$ cat config.mk
export PLATFORM = sky130hd
export DESIGN_NAME = mem_arbiter
export DESIGN_NICKNAME = d
export VERILOG_FILES = /design/src/rtl/mem_arbiter.sv
export SDC_FILE = /design/constraint.sdc
export NUM_CORES = 1
export LEC_CHECK = 0
export ABC_AREA = 1
export BUFFER_PORTS_ARGS = -buffer_cell sky130_fd_sc_hd__buf_2
export CAP_MARGIN = 10
export CORE_ASPECT_RATIO = 1.2
export CORE_MARGIN = 10
export CORE_UTILIZATION = 40
export DETAILED_ROUTE_END_ITERATION = 6
export GPL_TIMING_DRIVEN = 0
export PLACE_DENSITY = 0.78
export SYNTH_ARGS = -nofsm -noshare
export SYNTH_HDL_FRONTEND = slang
export SYNTH_SLANG_ARGS = --single-unit
$ cat constraint.sdc
create_clock -name clk -period 3.6 [get_ports clk]
set_input_delay 0.72 -clock clk [delete_from_list [all_inputs] [get_ports clk]]
set_output_delay 0.72 -clock clk [all_outputs]
set_load 0.02 [all_outputs]
$ cat src/rtl/mem_arbiter.sv
`default_nettype none
// mem_arbiter: N-port arbiter onto a single-outstanding memory interface.
// Define MEM_ARBITER_ROUND_ROBIN_EN for round-robin arbitration; otherwise lowest index wins.
module mem_arbiter #(
    parameter int NUM_PORTS = 2,
    parameter int DATA_W    = 32,
    parameter int ADDR_W    = 32,
    localparam int BE_W     = DATA_W / 8,
    localparam int IDX_W    = (NUM_PORTS > 1) ? $clog2(NUM_PORTS) : 1
) (
    input  logic                        clk,
    input  logic                        rst,
    input  logic [NUM_PORTS-1:0]        req_read,
    input  logic [NUM_PORTS-1:0]        req_write,
    input  logic [NUM_PORTS*ADDR_W-1:0] req_address,
    input  logic [NUM_PORTS*DATA_W-1:0] req_wdata,
    input  logic [NUM_PORTS*BE_W-1:0]   req_byte_enable,
    output logic [NUM_PORTS-1:0]        req_resp,
    output logic [DATA_W-1:0]           req_rdata,
    output logic                        mem_read,
    output logic                        mem_write,
    output logic [ADDR_W-1:0]           mem_address,
    output logic [DATA_W-1:0]           mem_wdata,
    output logic [BE_W-1:0]             mem_byte_enable,
    input  logic [DATA_W-1:0]           mem_rdata,
    input  logic                        mem_resp,
    output logic                        grant_valid,
    output logic [IDX_W-1:0]            grant_idx
);

    localparam logic [0:0] S_IDLE = 1'b0;
    localparam logic [0:0] S_BUSY = 1'b1;

    logic [0:0]           state_q, state_d;
    logic                 mem_read_q, mem_write_q;
    logic [ADDR_W-1:0]    mem_address_q;
    logic [DATA_W-1:0]    mem_wdata_q;
    logic [BE_W-1:0]      mem_be_q;
    logic [IDX_W-1:0]     grant_idx_q;

    logic [NUM_PORTS-1:0] w_req;
    logic [IDX_W-1:0]     w_win;
    logic [IDX_W-1:0]     w_win_lo;
    logic                 w_rd, w_wr;
    logic [ADDR_W-1:0]    w_addr;
    logic [DATA_W-1:0]    w_wdata;
    logic [BE_W-1:0]      w_be;

`ifdef MEM_ARBITER_ROUND_ROBIN_EN
    logic [IDX_W-1:0]     ptr_q;
    logic [IDX_W-1:0]     w_win_hi;
    logic                 w_found_hi;
`endif

    assign w_req = req_read | req_write;

    // Downward scans leave the lowest qualifying index as the final assignment.
    always_comb begin
        w_win_lo = '0;
        for (int i = NUM_PORTS - 1; i >= 0; i--) begin
            if (w_req[i]) w_win_lo = IDX_W'(i);
        end
`ifdef MEM_ARBITER_ROUND_ROBIN_EN
        w_win_hi   = '0;
        w_found_hi = 1'b0;
        for (int i = NUM_PORTS - 1; i >= 0; i--) begin
            if (w_req[i] && (IDX_W'(i) > ptr_q)) begin
                w_win_hi   = IDX_W'(i);
                w_found_hi = 1'b1;
            end
        end
        w_win = w_found_hi ? w_win_hi : w_win_lo;
`else
        w_win = w_win_lo;
`endif
    end

    always_comb begin
        w_rd    = 1'b0;
        w_wr    = 1'b0;
        w_addr  = '0;
        w_wdata = '0;
        w_be    = '0;
        for (int i = 0; i < NUM_PORTS; i++) begin
            if (w_win == IDX_W'(i)) begin
                w_rd    = req_read[i];
                w_wr    = req_write[i];
                w_addr  = req_address[i*ADDR_W +: ADDR_W];
                w_wdata = req_wdata[i*DATA_W +: DATA_W];
                w_be    = req_byte_enable[i*BE_W +: BE_W];
            end
        end
    end

    always_comb begin
        state_d = state_q;
        if (state_q == S_IDLE) begin
            if (|w_req) state_d = S_BUSY;
        end else if (mem_resp) begin
            state_d = S_IDLE;
        end
    end

    always_ff @(posedge clk) begin
        if (rst) begin
            state_q       <= S_IDLE;
            mem_read_q    <= 1'b0;
            mem_write_q   <= 1'b0;
            mem_address_q <= '0;
            mem_wdata_q   <= '0;
            mem_be_q      <= '0;
            grant_idx_q   <= '0;
`ifdef MEM_ARBITER_ROUND_ROBIN_EN
            ptr_q         <= IDX_W'(NUM_PORTS - 1);
`endif
        end else begin
            state_q <= state_d;
            if (state_q == S_IDLE) begin
                if (|w_req) begin
                    // Write takes precedence when a port raises both strobes.
                    mem_read_q    <= w_rd & ~w_wr;
                    mem_write_q   <= w_wr;
                    mem_address_q <= w_addr;
                    mem_wdata_q   <= w_wdata;
                    mem_be_q      <= w_be;
                    grant_idx_q   <= w_win;
`ifdef MEM_ARBITER_ROUND_ROBIN_EN
                    ptr_q         <= w_win;
`endif
                end
            end else if (mem_resp) begin
                mem_read_q  <= 1'b0;
                mem_write_q <= 1'b0;
            end
        end
    end

    always_comb begin
        req_resp = '0;
        for (int i = 0; i < NUM_PORTS; i++) begin
            req_resp[i] = (state_q == S_BUSY) && mem_resp && !rst && (grant_idx_q == IDX_W'(i));
        end
    end

    assign req_rdata       = mem_rdata;
    assign mem_read        = mem_read_q;
    assign mem_write       = mem_write_q;
    assign mem_address     = mem_address_q;
    assign mem_wdata       = mem_wdata_q;
    assign mem_byte_enable = mem_be_q;
    assign grant_valid     = (state_q == S_BUSY);
    assign grant_idx       = grant_idx_q;

endmodule
`default_nettype wire
# --- Word-level counts from Yosys, hierarchy flattened ---
# Cells that the tools add are included.
word_totals:
  regBits: 72
  input_bits: 175
  out_inout_bits: 106
  word_cells: 37
op_classes:
  n_eq_ne: 1
  n_mux: 15
  n_bitwise: 5
  reduce_logical: 9
op_table:
  columns: ["cell", "count"]
  rows:
  - ["$mux 32", 2]
  - ["$mux 1", 12]
  - ["$logic_and 1x1->1", 4]
  - ["$mux 4", 1]
  - ["$reduce_and 2->1", 2]
  - ["$not 1->1", 3]
  - ["$ne 2x2->1 const B", 1]
  - ["$or 2x2->2", 1]
  - ["$reduce_bool 2->1", 1]
  - ["$reduce_or 2->1", 1]
  - ["$and 1x1->1", 1]
  - ["$logic_not 1->1", 1]

# --- Depth between registers and ports, before layout ---
logic_depth:
  ltp_word: 8
  ltp_mapped: 9
  mapped_depth_nobuf: 7

# --- Worst setup path after synthesis ---
# OpenSTA, ideal clock, no wires.
synth_path:
  path_type: "input-to-output"
  start: "input port rst"
  end: "output port req_resp[1]"
  arrival_ns: 1.654
  t_required_ns: 2.880
  path_slack_ns: 1.226
  stages: 3
  n_path_buf: 2
  cell_sequence: "clkbuf_1 -> clkbuf_1 -> nor3b_1"
synth_via:
  elab_chain_cells: 3
synth_lines:
  columns: ["element", "line", "source"]
  rows:
  - ["start, declared", "12", "input logic rst,"]
  - ["$logic_not 1->1", "141", "req_resp[i] = (state_q == S_BUSY) && mem_resp && !rst && (grant_idx_q == IDX_W'(i));"]
  - ["$logic_and 1x1->1 (2 in a row)", "141", null]
  - ["end, declared", "18", "output logic [NUM_PORTS-1:0] req_resp,"]
# No other way between the ends.

# --- Worst setup path in the final report ---
# Ends and elaborated chain as after synthesis.

==> out/results.tsv <==
metric	value	unit
clk root buf	clkbuf_16	
first-pass GRT wire length	22.8	mm
Post-DRT Antenna Nets	0	
drt via density	4.66	
vias in the first global route	4626	
Sw Ratio	32.0	%
syn avg cell area	6.22	µm²
clock share of power	34.1	%
CP required	2880	ps
Syn Nets	827	
Final Hold Vio Count	0	
Final Max Slew Viols	0	
Worst slew margin	60.1	%
Logic pwr share	27.4	%
CTS resizes	0	
PwrDens	412	nW/µm²
Max clock buf depth	2	
pin count of the biggest net entering global routing	12	
Worst Path Class, Setup	input port to primary output	
YS warnings	0	
CTS tree	yes	
Int Pwr	1600	µW
Post-Syn Area	4060	µm²
Detail Placement HPWL	12.1	mm
top sig layer	met4	
Syn-to-layout area delta	40.9	%
Final #Nets	1085	
Startpoint Class	input port	
Period minus WS final	2580	ps
LEAKAGE	0.00352	µW
Net Sw Power	755	µW
CTS Sinks	72	
outcome	finished clean	
row cnt	40	
final clock skew	4.34	ps
Overall Global Routing Usage	19.2	%
die height	130	µm
total wire length	14.9	mm
drt first-iter violations	279	
post-route setup TNS	0	ps
routed length per instance	14.4	µm
die area	14600	µm²
Mapped Cells	652	
clk slew on worst S/H paths	50	ps
final worst setup slack	1020	ps
crit end category	primary output	
RePlAce Congestion	0.835	
most common cell after layout, fill and taps aside	buf_2	
Inserted Clock Buffers	9	
total grt overflow	0	
PortBufs	247	
pre-CTS setup slack	968	ps
maxcap violations	0	
Distinct cells, synth	18	
Flop pwr share	38.5	%
antenna violations before repair	0	
Worst-Margin Slew	599	ps
ratio of cells with drive above 1 in the final layout	34.4	%
fmax	387	MHz
crit-path max FO	10	
metal3 WL	1.40	mm
Seq/Total Area, Yosys	35.5	%
via count	4851	
WP data arrival	1860	ps
post-CTS setup buffer count	0	
Hold-fix buffers, CTS	0	
WL met1	5.52	mm
H-tree depth	3	
initial core utilization	40.7	%
worst vdd ir	0.000213	V
die width	112	µm
core area	9960	µm²
RSZ-0062 raised after global routing	false	
IO Count	281	
period utilisation layout	71.7	%
Detailed Routing Iterations Pass 1	4	
ANT cells	0	
met2 wire length	7.75	mm
final setup fails	0	
Yosys reg bits	72	
clock latency on the worst-skew pair	330	ps
commonest cells after routing, fill and taps aside	265 x buf_2, 142 x nand2_1, 141 x inv_1	
Residual DRC	0	
Hold Path Class	flip-flop to flip-flop	
power groups by stage:
stage	sequential, µW	combinational [µW]	clock (µW)
finish	907	645	804
global route	917	722	858
CTS	908	653	827
detailed placement	925	651	0
global placement	921	647	0
floorplan	1020	306	0
cell type report:
cell class / instances / area, µm²
plain buffers: 75 / 432
clock buffers: 12 / 246
clock inverters: 4 / 20.0
fillers: 1058 / 4240
inverters: 142 / 533
multi-input cells: 363 / 1650
flip-flops and latches: 72 / 1440
well taps: 126 / 158
repair buffers: 247 / 1240
flip-flops by register name (all words and copies together), names as in the netlist:
name,flops
mem_byte_enable,4
mem_write,1
mem_wdata,32
mem_read,1
grant_valid,1
grant_idx,1
mem_address,32
synthesized netlist by cell type:
library cell  instances  area (µm²)
nor2_1                4        15.0
nand3_1             139         696
inv_2                 1        3.75
nor3b_1               1        7.51
buf_1                 1        3.75
clkbuf_1             23        86.3
o21bai_1              2        15.0
nor3_1                1        5.00
buf_6                 1        11.3
nor2_4                1        11.3
dfxtp_1              72        1440
inv_1               141         529
nand2_2               1        6.26
o21ai_0               2        10.0
buf_2                18        90.1
buf_4                32         240
nand2_1             142         533
a21oi_1              70         350
worst max-delay path: stages:
cell      delay (ps)
clkbuf_1         450
clkbuf_1         410
nor3b_1          100
buf_2            180
cells by family after synthesis:
| kind of cell | Yosys count | share of synthesized area [%] |
|---|---|---|
| DFF | 72 | 35.5 |
| buffers and inverters | 217 | 23.8 |
| AOI/OAI and AO/OA | 74 | 9.26 |
| and+or+nand+nor | 289 | 31.4 |
per-stage QoR:
stage	utilization (%)	total power, µW	hold slack (ps)	area [µm²]	cells
final	57.4	2360	482	5720	1041
after global routing	57.4	2500	503	5720	1041
after CTS	57.4	2390	482	5720	1041
after detailed placement	54.7	1580	472	5450	1025
after global placement	54.7	1570	457	5450	1025
after floorplan	-	1330	545	4060	652
worst paths after layout:
| check | startpoint | end | slack (ps) | cells after the start |
|---|---|---|---|---|
| max | rst | req_resp[1] | 1020 | 4 |
| min | mem_write | mem_write | 480 | 2 |
| max reg2reg | grant_valid | mem_wdata[29] | 1980 | 7 |
| min reg2reg | mem_write | mem_write | 480 | 2 |
metal layers:
metal  vias up  GRT usage, %
met4         0          6.74
met5         -             0
met1      2152          20.0
li1       2485             -
met3        17          6.61
met2       197          35.0
Power figures use the tool's default switching activity.
